### src/rtl/formant_freq_stream.sv
// Formant angle to frequency converter with per-formant smoothing.
// One shared multiplier, one formant per cycle, valid/ready output stream.
module formant_freq_stream #(
    parameter int BIT_WIDTH   = 32,
    parameter int FORMANTS    = 5,
    parameter int SAMPLE_RATE = 16000,
    parameter int MAX_FREQ    = 5000,
    parameter int FREQ_WIDTH  = 16,
    parameter int ALPHA_SHIFT = 2
) (
    input  logic                  clk_in,
    input  logic                  rst_in,
    input  logic [BIT_WIDTH-1:0]  phi_1,
    input  logic [BIT_WIDTH-1:0]  phi_2,
    input  logic [BIT_WIDTH-1:0]  phi_3,
    input  logic [BIT_WIDTH-1:0]  phi_4,
    input  logic [BIT_WIDTH-1:0]  phi_5,
    input  logic                  phi_valid,
    output logic [FREQ_WIDTH-1:0] freq_data,
    output logic [2:0]            freq_index,
    output logic                  freq_last,
    output logic                  freq_clamped,
    output logic                  freq_valid,
    input  logic                  freq_ready,
    output logic                  busy,
    output logic [7:0]            overrun_count
);

    typedef enum logic [1:0] {
        IDLE,
        CONVERT,
        EMIT
    } state_t;

    localparam int PW = BIT_WIDTH + 32;
    localparam logic [2:0] LAST = 3'(FORMANTS - 1);

    state_t state;
    state_t state_nxt;

    logic [2:0]            idx;
    logic [BIT_WIDTH-1:0]  phi_r [FORMANTS];
    logic [FREQ_WIDTH-1:0] y_r [FORMANTS];
    logic [FORMANTS-1:0]   clamp_r;
    logic                  primed;

    logic [PW-1:0]           prod;
    logic [PW-1:0]           raw;
    logic                    over;
    logic [FREQ_WIDTH-1:0]   f;
    logic [FREQ_WIDTH-1:0]   y_cur;
    logic [FREQ_WIDTH-1:0]   y_new;
    logic signed [FREQ_WIDTH:0] diff;
    logic signed [FREQ_WIDTH:0] step;
    logic signed [FREQ_WIDTH:0] y_cur_s;
    logic                    hs;
    logic                    last_beat;

    // Shared multiplier, clamp and smoothing step for the current formant
    always_comb begin
        prod    = PW'(phi_r[idx]) * PW'(SAMPLE_RATE / 2);
        raw     = prod >> BIT_WIDTH;
        over    = raw > PW'(MAX_FREQ);
        f       = over ? FREQ_WIDTH'(MAX_FREQ) : raw[FREQ_WIDTH-1:0];
        y_cur   = y_r[idx];
        y_cur_s = $signed({1'b0, y_cur});
        diff    = $signed({1'b0, f}) - y_cur_s;
        step    = diff >>> ALPHA_SHIFT;
        y_new   = primed ? FREQ_WIDTH'(y_cur_s + step) : f;
    end

    // Next-state logic and stream outputs
    always_comb begin
        state_nxt    = state;
        freq_valid   = 1'b0;
        freq_data    = '0;
        freq_index   = '0;
        freq_last    = 1'b0;
        freq_clamped = 1'b0;
        busy         = (state != IDLE);
        last_beat    = (idx == LAST);
        hs           = 1'b0;
        unique case (state)
            IDLE: begin
                if (phi_valid) state_nxt = CONVERT;
            end
            CONVERT: begin
                if (last_beat) state_nxt = EMIT;
            end
            EMIT: begin
                freq_valid   = 1'b1;
                freq_data    = y_cur;
                freq_index   = idx;
                freq_last    = last_beat;
                freq_clamped = clamp_r[idx];
                hs           = freq_ready;
                if (hs && last_beat) state_nxt = IDLE;
            end
            default: state_nxt = IDLE;
        endcase
    end

    // State register
    always_ff @(posedge clk_in or posedge rst_in) begin
        if (rst_in) state <= IDLE;
        else        state <= state_nxt;
    end

    // Frame latch, conversion results, beat index and overrun counter
    always_ff @(posedge clk_in or posedge rst_in) begin
        if (rst_in) begin
            idx           <= '0;
            clamp_r       <= '0;
            primed        <= 1'b0;
            overrun_count <= '0;
            for (int i = 0; i < FORMANTS; i++) begin
                phi_r[i] <= '0;
                y_r[i]   <= '0;
            end
        end else begin
            if (phi_valid && state != IDLE && overrun_count != 8'hFF)
                overrun_count <= overrun_count + 8'd1;
            unique case (state)
                IDLE: begin
                    if (phi_valid) begin
                        phi_r[0] <= phi_1;
                        phi_r[1] <= phi_2;
                        phi_r[2] <= phi_3;
                        phi_r[3] <= phi_4;
                        phi_r[4] <= phi_5;
                        idx      <= '0;
                    end
                end
                CONVERT: begin
                    y_r[idx]     <= y_new;
                    clamp_r[idx] <= over;
                    if (last_beat) begin
                        primed <= 1'b1;
                        idx    <= '0;
                    end else begin
                        idx <= idx + 3'd1;
                    end
                end
                EMIT: begin
                    if (hs) idx <= last_beat ? 3'd0 : idx + 3'd1;
                end
                default: ;
            endcase
        end
    end

endmodule

### config.mk
export PLATFORM = sky130hd
export DESIGN_NAME = formant_freq_stream
export DESIGN_NICKNAME = d
export VERILOG_FILES = /design/src/rtl/formant_freq_stream.sv
export SDC_FILE = /design/constraint.sdc
export NUM_CORES = 1
export LEC_CHECK = 0
export CORE_MARGIN = 2
export CORE_UTILIZATION = 60
export DETAILED_ROUTE_END_ITERATION = 12
export PLACE_DENSITY = 0.8
export SETUP_SLACK_MARGIN = 0.02
export SYNTH_ARGS = -nofsm -noshare
export SYNTH_HDL_FRONTEND = slang
export SYNTH_SLANG_ARGS = --single-unit
### constraint.sdc
create_clock -name clk_in -period 26 [get_ports clk_in]
set_clock_uncertainty 0.05 [all_clocks]
set_input_delay 2.6 -clock clk_in [delete_from_list [all_inputs] [get_ports clk_in]]
set_output_delay 2.6 -clock clk_in [all_outputs]
set_load 0.02 [all_outputs]
# Word level (Yosys, flattened, before mapping)
# Cells that the tools add are included.
# W data, S select, Z words.
[word_totals] regBits=259 latchBits=0 word_cells=76 out_inout_bits=31 romBits=0 mem_bits_rw=0 input_bits=164 memories=0
[classes] bitwise_logic=1 n_div=0 n_eq_ne=8 add_sub_neg=4 reduce_logical=12 multipliers=1 order_cmp=5 mux=30 shifts=0
[op_table] op="$bmux W32 S3" count=1
[op_table] op="$bwmux W80" count=1
[op_table] op="$mux W16" count=5
[op_table] op="$mux W32" count=2
[op_table] op="$bmux W16 S3" count=1
[op_table] op="$demux W16 S3" count=1
[op_table] op="$mul A32 B7 Y39 const B" count=1
[op_table] op="$sub A13 B16 Y17" count=1
[op_table] op="$add A16 B15 Y16" count=1
[op_table] op="$gt A13 B13 Y1 const B" count=1
[op_table] op="$mux W13" count=1
[op_table] op="$mux W3" count=4
[op_table] op="$pmux W3 S3" count=1
[op_table] op="$add A8 B1 Y8 const B" count=1
[op_table] op="$ne A2 B2 Y1 const B" count=4
[op_table] op="$ne A8 B8 Y1 const B" count=1
[op_table] op="$mux W1" count=6
[op_table] op="$mux W2" count=3
[op_table] op="$pmux W2 S3" count=1
[op_table] op="$reduce_and A3 Y1" count=2
[op_table] op="$bwmux W5" count=1
[op_table] op="$logic_and A1 B1 Y1" count=5
[op_table] op="$ge A4 B4 Y1 const B" count=1
[op_table] op="$lt A3 B4 Y1 const B" count=1
[op_table] op="13 further kinds" count=14

# Logic depth before layout (Yosys ltp)
# Gate-level depths: netlist of the first run.
[depth] word_depth=11 mapped_depth=53 ltp_nobuf=48

# Least setup slack after synthesis of the first run
# Ideal clock, no wire load.
[synth_path] path_kind="reg2reg" startpoint="register idx[0]" endpoint="register y_r[78] (netlist name)" setup_time_ns=0.132 path_stages_with_launch=49 slack_ns=14.993 arrival_ns=10.826 n_path_buf=7 path_cell_list="dfrtp_1 buf_6 clkbuf_1 buf_1 buf_1 mux2i_1 o22a_1 fa_1 fa_1 fa_1 fa_1 inv_1 ha_1 buf_4 nand3_2 nor4_2 or4b_1 o31a_1 [... 13 more ...] nor4_2 a21oi_1 a21oi_1 xnor2_1 ha_1 inv_1 o21bai_1 a21o_1 a21oi_1 nor2b_1 o21a_1 o21a_1 o21a_1 o41ai_1 o21ai_0 xor2_1 nand2_1 o21ai_0"
[synth_via] elab_chain_cells=11 word_cells_on_any_way=19 cone_classes="add/sub (2); mul (1); order compare (3); mux (11); bitwise (1); reduce/logical (1)"
[synth_lines] item="start, declared" line="41" rtl="logic [2:0] idx;"
[synth_lines] item="start signal, assigned" line="141" rtl="idx <= idx + 3'd1;"
[synth_lines] item="start signal, assigned" line="145" rtl="if (hs) idx <= last_beat ? 3'd0 : idx + 3'd1;"
[synth_lines] item="$not A3 Y4 (not written as such) *" line="61, 65, 135"
[synth_lines] item="$bmux W32 S3" line="61" rtl="prod = PW'(phi_r[idx]) * PW'(SAMPLE_RATE / 2);"
[synth_lines] item="$mux W32 (not written as such) (2 in series)" line="61"
[synth_lines] item="$mul A32 B7 Y39" line="61"
[synth_lines] item="$gt A13 B13 Y1" line="63" rtl="over = raw > PW'(MAX_FREQ);"
[synth_lines] item="$mux W13" line="64" rtl="f = over ? FREQ_WIDTH'(MAX_FREQ) : raw[FREQ_WIDTH-1:0];"
[synth_lines] item="$sub A13 B16 Y17" line="67" rtl="diff = $signed({1'b0, f}) - y_cur_s;"
[synth_lines] item="$add A16 B15 Y16" line="69" rtl="y_new = primed ? FREQ_WIDTH'(y_cur_s + step) : f;"
[synth_lines] item="$mux W16" line="69"
[synth_lines] item="$bwmux W80 *" line="135" rtl="y_r[idx] <= y_new;"
[synth_lines] item="end signal, assigned by index" line="135"
[synth_lines] item="end, declared" line="43" rtl="logic [FREQ_WIDTH-1:0] y_r [FORMANTS];"
# Every way passes the cells marked *; elsewhere a longest branch is shown, timed or not. The select of a mux whose other input is x is not followed.
# A chain may end at the register's enable or synchronous reset.

# Final worst setup path of the first run
[layout_path] startpoint="register idx[2]" endpoint="register y_r[46] (netlist name)"
# The elaborated chain is that of the path after synthesis.

==> impl_results.md, run 1 <==
* Outcome: complete, no violations
* Hold_buf cts at 0
* Seq. cell area at 6490 um2
* DRC at 0
* Utilization after layout at 71.2%
* Port Buffers at 194
* Cells after synthesis at 1807
* Post-CTS Setup Repair Bufs at 0
* Synth Flop Type: dfrtp_1
* First-pass GRT wire length at 70500 um
* Tightest Pin Transition at 1.17 ns
* Post-synth net total at 2207
* Share of cells above drive strength 1 at 12.8%
* Max-slew violation count at 0
* Fin Setup TNS at 0 ns
* Via count at 13800
* Vias in the first global route at 14400
* ANT cells at 0
* Worst Setup End Kind: flop
* Total GRT Usage at 26.2%
* Final Hold Fails at 0
* Fill count at 2193
* GPL Wtd Cong at 0.892
* Async set-reset flop share out of synthesis at 100%
* Die Wd at 180 um
* HPWL after detailed placement at 31200 um
* Slew margin rel. at 21.6%
* WP data required at 26.42 ns
* Hold Slack at 0.428 ns
* Largest net degree at the start of global routing at 113
* Number of synthesis warnings at 0
* CP most frequent cell: inv_1
* HP Start: y_r[73]
* H-tree Lvls at 1
* Final ANT Viol Nets at 0
* Gr ovfl total at 0
* Initial antenna violation count at 0
* Clock buffer depth at 3
* CP max stage cell: dfrtp_2
* Initial Util at 60.7%
* R2r setup slk at 13.84 ns
* CTS tree: done
* Area of the core at 30500 um2
* Setup Viol. Count Final at 0
* P&R area growth vs syn at 17.3%
* Max Fclk at 82.2 MHz
* Most frequent cells in the layout: 256 x dfrtp_1, 194 x clkdlybuf4s50_1, 191 x inv_1, 162 x mux2_2, 148 x nand2_1
* Netlist cell types at 74
* Die Footprint at 32300 um2
* Critical-path maximum fanout at 31
* Avg WL per Cell at 17.8 um
* First-pass DRT Iterations at 5
* Critical Path AT at 12.59 ns
* Max incr delay on CP at 0.70 ns
* Final period util at 46.8%
* Commonest non-fill, non-tap cell in the layout: dfrtp_1
* Clock sinks at 259
* Synthesized area at 18500 um2
* Crit start category: flop
* Register area share after synthesis at 35.0%
* Worst-Skew Late Latency at 0.58 ns
* Die height at 180 um
* Post-Layout Cell Count at 2380
* Number of rows created at floorplan at 64
* Yosys reg bits at 259
* Layout Nets at 2362
* Worst r2r src: idx[2]
* Worst Setup SP: idx[2]
* Cells after DPL at 2327
* Initial DRC Count at 807
* Total CTS buffers at 29
* Syn_area_per_cell at 10.3 um2
* Critical path type: flop to flop
* Clock transition at path regs at 0.06 ns
* Multi-input gate area at 11000 um2
* Max-cap violations at 0
* Hold crit path type: flop to flop
* # IOs at 195
* CTS root buffer: clkbuf_16
* CTS resizes at 0
* Post-synth EDFFs at 0
* RSZ-0062 raised after global routing: no
* Via density at 5.79
* Min Tclk post-route at 12.16 ns
* WL final at 42300 um
## metrics by stage
step | setup slack (ns) | instance area (um2)
finish | 13.84 | 21700
global route | 12.94 | 21700
CTS | 13.86 | 21700
detailed placement | 14.01 | 20800
global placement | 14.35 | 20800
floorplan | 14.99 | 18500
## final cells by class
class | instances | area share, %
clock inverter | 10 | 0.668
sequential | 259 | 29.9
multi-input combinational | 1272 | 50.7
timing repair buffer | 205 | 9.32
tap | 396 | 2.28
inverter | 195 | 3.40
clock buffer | 43 | 3.81
## logic make-up after synthesis
kind of cell	after synthesis	synth area share (%)
AOI/OAI and AO/OA	359	12.2
xor gates and xnor gates	49	2.32
adders and majority gates	236	20.4
buffers and inverters	276	5.67
DFF	259	35.0
muxes	266	15.7
and+or+nand+nor	362	8.77
## critical path: cells and delay by family, from the launching register on
kind,cells,cell delay [ns]
AO/OA/AOI/OAI,20,4.13
XOR/XNOR,3,0.74
adder cells (fa/ha/maj),7,2.80
buffers and inverters,7,1.04
flip-flops,1,0.70
AND/OR/NAND/NOR,9,2.58
## state kept, by name, indices dropped and copies added, names as in the netlist
signal         count
clamp_r            5
state              2
primed             1
overrun_count      8
idx                3
phi_r            160
y_r               80
## routing by layer
layer / global-route usage, % / vias to the layer above / share of wire, %
met5: 0 / - / 0
met4: 5.56 / 0 / 1.8
met2: 45.6 / 404 / 50
li1: - / 6511 / -
met3: 4.17 / 55 / 5.8
met1: 34.9 / 6816 / 42
## synth_stat cells (3+ instances only)
master / count / area share, %
a21oi_1: 111 / 3.0
nand2b_1: 6 / 0.20
a211o_1: 6 / 0.28
buf_2: 3 / 0.081
o21bai_1: 5 / 0.20
a211oi_1: 4 / 0.16
or2_2: 4 / 0.14
fa_1: 111 / 12
nor2b_1: 4 / 0.14
o311ai_0: 3 / 0.14
ha_1: 125 / 8.4
dfrtp_1: 259 / 35
nor3_1: 23 / 0.62
nand4_1: 12 / 0.41
mux2_2: 162 / 9.8
o21ai_0: 111 / 3.0
o21a_1: 9 / 0.36
o22a_1: 30 / 1.4
buf_1: 20 / 0.41
o21ai_1: 5 / 0.14
nor4_1: 5 / 0.17
xnor2_1: 29 / 1.4
nor4_2: 4 / 0.27
o211ai_1: 4 / 0.16
nand3_1: 21 / 0.57
and2_1: 10 / 0.34
xor2_1: 20 / 0.95
mux2i_1: 98 / 5.3
and3_1: 9 / 0.30
nor2_1: 104 / 2.1
mux2_4: 4 / 0.32
nand2_1: 149 / 3.0
o2111ai_1: 4 / 0.19
inv_1: 192 / 3.9
a21o_1: 16 / 0.65
a31oi_1: 6 / 0.20
clkbuf_1: 56 / 1.1
o22ai_1: 16 / 0.54
## final timing paths
check / cells after the start / end
worst min register to register: 2 / y_r[73]
max in group asynchronous: 4 / phi_r[86]
worst min-delay path: 2 / y_r[73]
worst max-delay path: 46 / y_r[46]
worst max register to register: 46 / y_r[46]
min in group asynchronous: 2 / overrun_count[3]
Power of run 1 is not shown: default switching activity piles up to over one toggle a cycle in this logic, so the estimate is an artifact.
==> inputs of run 2 (changes only) <==
--- a/config.mk
+++ b/config.mk
@@ -6,9 +6,9 @@
 export NUM_CORES = 1
 export LEC_CHECK = 0
 export CORE_MARGIN = 2
-export CORE_UTILIZATION = 60
+export CORE_UTILIZATION = 53
 export DETAILED_ROUTE_END_ITERATION = 12
-export PLACE_DENSITY = 0.8
+export PLACE_DENSITY = 0.74
 export SETUP_SLACK_MARGIN = 0.02
 export SYNTH_ARGS = -nofsm -noshare
 export SYNTH_HDL_FRONTEND = slang
==> constraint.sdc (replaced) <==
create_clock -name clk_in -period 10.8 [get_ports clk_in]
set_clock_uncertainty 0.05 [all_clocks]
set_input_delay 1.08 -clock clk_in [delete_from_list [all_inputs] [get_ports clk_in]]
set_output_delay 1.08 -clock clk_in [all_outputs]
set_load 0.02 [all_outputs]
==> impl_results.md, run 2 (same netlist as run 1, synthesis figures left out) <==
* Outcome: complete, no violations
* Initial Util at 53.8%
* Met1 usage at 32.7%
* Critical Path AT at 10.75 ns
* Fill count at 2725
* Final Hold Fails at 0
* Largest registers: phi_r: 160 flops, y_r: 80 flops, overrun_count: 8 flops
* Clock sinks at 259
* HPWL after detailed placement at 32100 um
* Max incr delay on CP at 0.50 ns
* P&R area growth vs syn at 21.4%
* Max Fclk at 96.0 MHz
* GR Layer Usage met3 at 2.88%
* Die Wd at 191 um
* Commonest non-fill, non-tap cell in the layout: dfrtp_1
* Largest register by flop count: phi_r
* Via count at 13900
* Hold Slack at 0.428 ns
* WL final at 43700 um
* Layout Nets at 2419
* Vias in the first global route at 14300
* Tightest Pin Transition at 1.34 ns
* Final ANT Viol Nets at 0
* Share of cells above drive strength 1 at 17.6%
* Number of rows created at floorplan at 68
* Hold crit path type: flop to flop
* CTS root buffer: clkbuf_16
* Met2 Use GR at 40.7%
* Most frequent cells in the layout: 256 x dfrtp_1, 194 x clkdlybuf4s50_1, 190 x inv_1, 162 x mux2_2, 147 x nand2_1
* GR peak layer: met2
* Area of the core at 34500 um2
* # IOs at 195
* Clock buffer depth at 3
* Initial antenna violation count at 0
* Critical-path maximum fanout at 10
* Critical path type: flop to flop
* Worst Setup End Kind: flop
* DRC at 0
* Total GRT Usage at 23.9%
* Die height at 191 um
* Final period util at 96.4%
* Worst-Skew Late Latency at 0.56 ns
* ANT cells at 0
* CTS tree: done
* Initial DRC Count at 626
* Clock transition at path regs at 0.06 ns
* Slew margin rel. at 10.5%
* Crit start category: flop
* Port Buffers at 194
* Number of flip-flops in the largest register at 160
* WP data required at 11.14 ns
* First-pass GRT wire length at 70800 um
* Total CTS buffers at 28
* Avg WL per Cell at 17.6 um
* Largest net degree at the start of global routing at 107
* Min Tclk post-route at 10.41 ns
* Via density at 5.58
* Setup Viol. Count Final at 0
* Gr ovfl total at 0
* Die Footprint at 36500 um2
* H-tree Lvls at 1
* GPL Wtd Cong at 0.907
* Max-slew violation count at 0
* CP max stage cell: fa_2
* Max-cap violations at 0
* First-pass DRT Iterations at 5
==> run 2: routing by layer <==
layer | vias to the layer above | share of wire, %
li1 | 6615 | -
met1 | 6879 | 45
met2 | 326 | 49
met3 | 59 | 4.4
met4 | 0 | 1.8
met5 | - | 0
==> run 2: path summary, 6_finish.rpt <==
| path | depth (start not counted) | startpoint | slack, ns | to |
|---|---|---|---|---|
| worst max-delay path | 47 | idx[0] | 0.39 | y_r[76] |
| worst min-delay path | 2 | y_r[57] | 0.43 | y_r[57] |
| worst max register to register | 47 | idx[0] | 0.39 | y_r[76] |
| worst min register to register | 2 | y_r[57] | 0.43 | y_r[57] |
| max in group asynchronous | 3 | rst_in | 8.09 | y_r[3] |
| min in group asynchronous | 2 | rst_in | 1.00 | overrun_count[6] |
==> run 2: area by class of cell <==
class / count / area [um2] / share of cell area (%)
Inverter: 195 / 739 / 3.29
Clock buffer: 37 / 764 / 3.40
Multi-Input combinational cell: 1272 / 11300 / 50.1
Timing Repair Buffer: 263 / 2540 / 11.3
Clock inverter: 8 / 108 / 0.479
Tap cell: 455 / 569 / 2.53
Sequential cell: 259 / 6490 / 28.9
==> run 2: critical path, delay by kind of cell (launching register included) <==
family | cells | cell delay [ns]
flops | 1 | 0.47
mux | 1 | 0.22
compound gates | 22 | 4.32
simple gates | 7 | 1.18
xor+xnor | 2 | 0.22
fa+ha+maj | 7 | 2.87
buf+inv | 8 | 0.91
==> run 2: repair_timing <==
action	in CTS	in global routing
resized for setup	1	68
setup buffers	4	22
pin swaps	0	18
hold buffers	0	0
endpoints found under the setup margin	16	37
==> run 2: through the flow <==
step	cell area [um2]	setup slack (ns)	util (%)	setup TNS (ns)	cells
after floorplan	18500	0.0519	-	0	1807
after global placement	21100	0.101	61.3	0	2418
after detailed placement	21100	-0.172	61.3	-1.31	2418
after CTS	22000	0.0426	63.9	0	2467
after global routing	22500	-0.126	65.3	-1.40	2489
final	22500	0.386	65.3	0	2489
Power of run 2 is left out for the same reason.
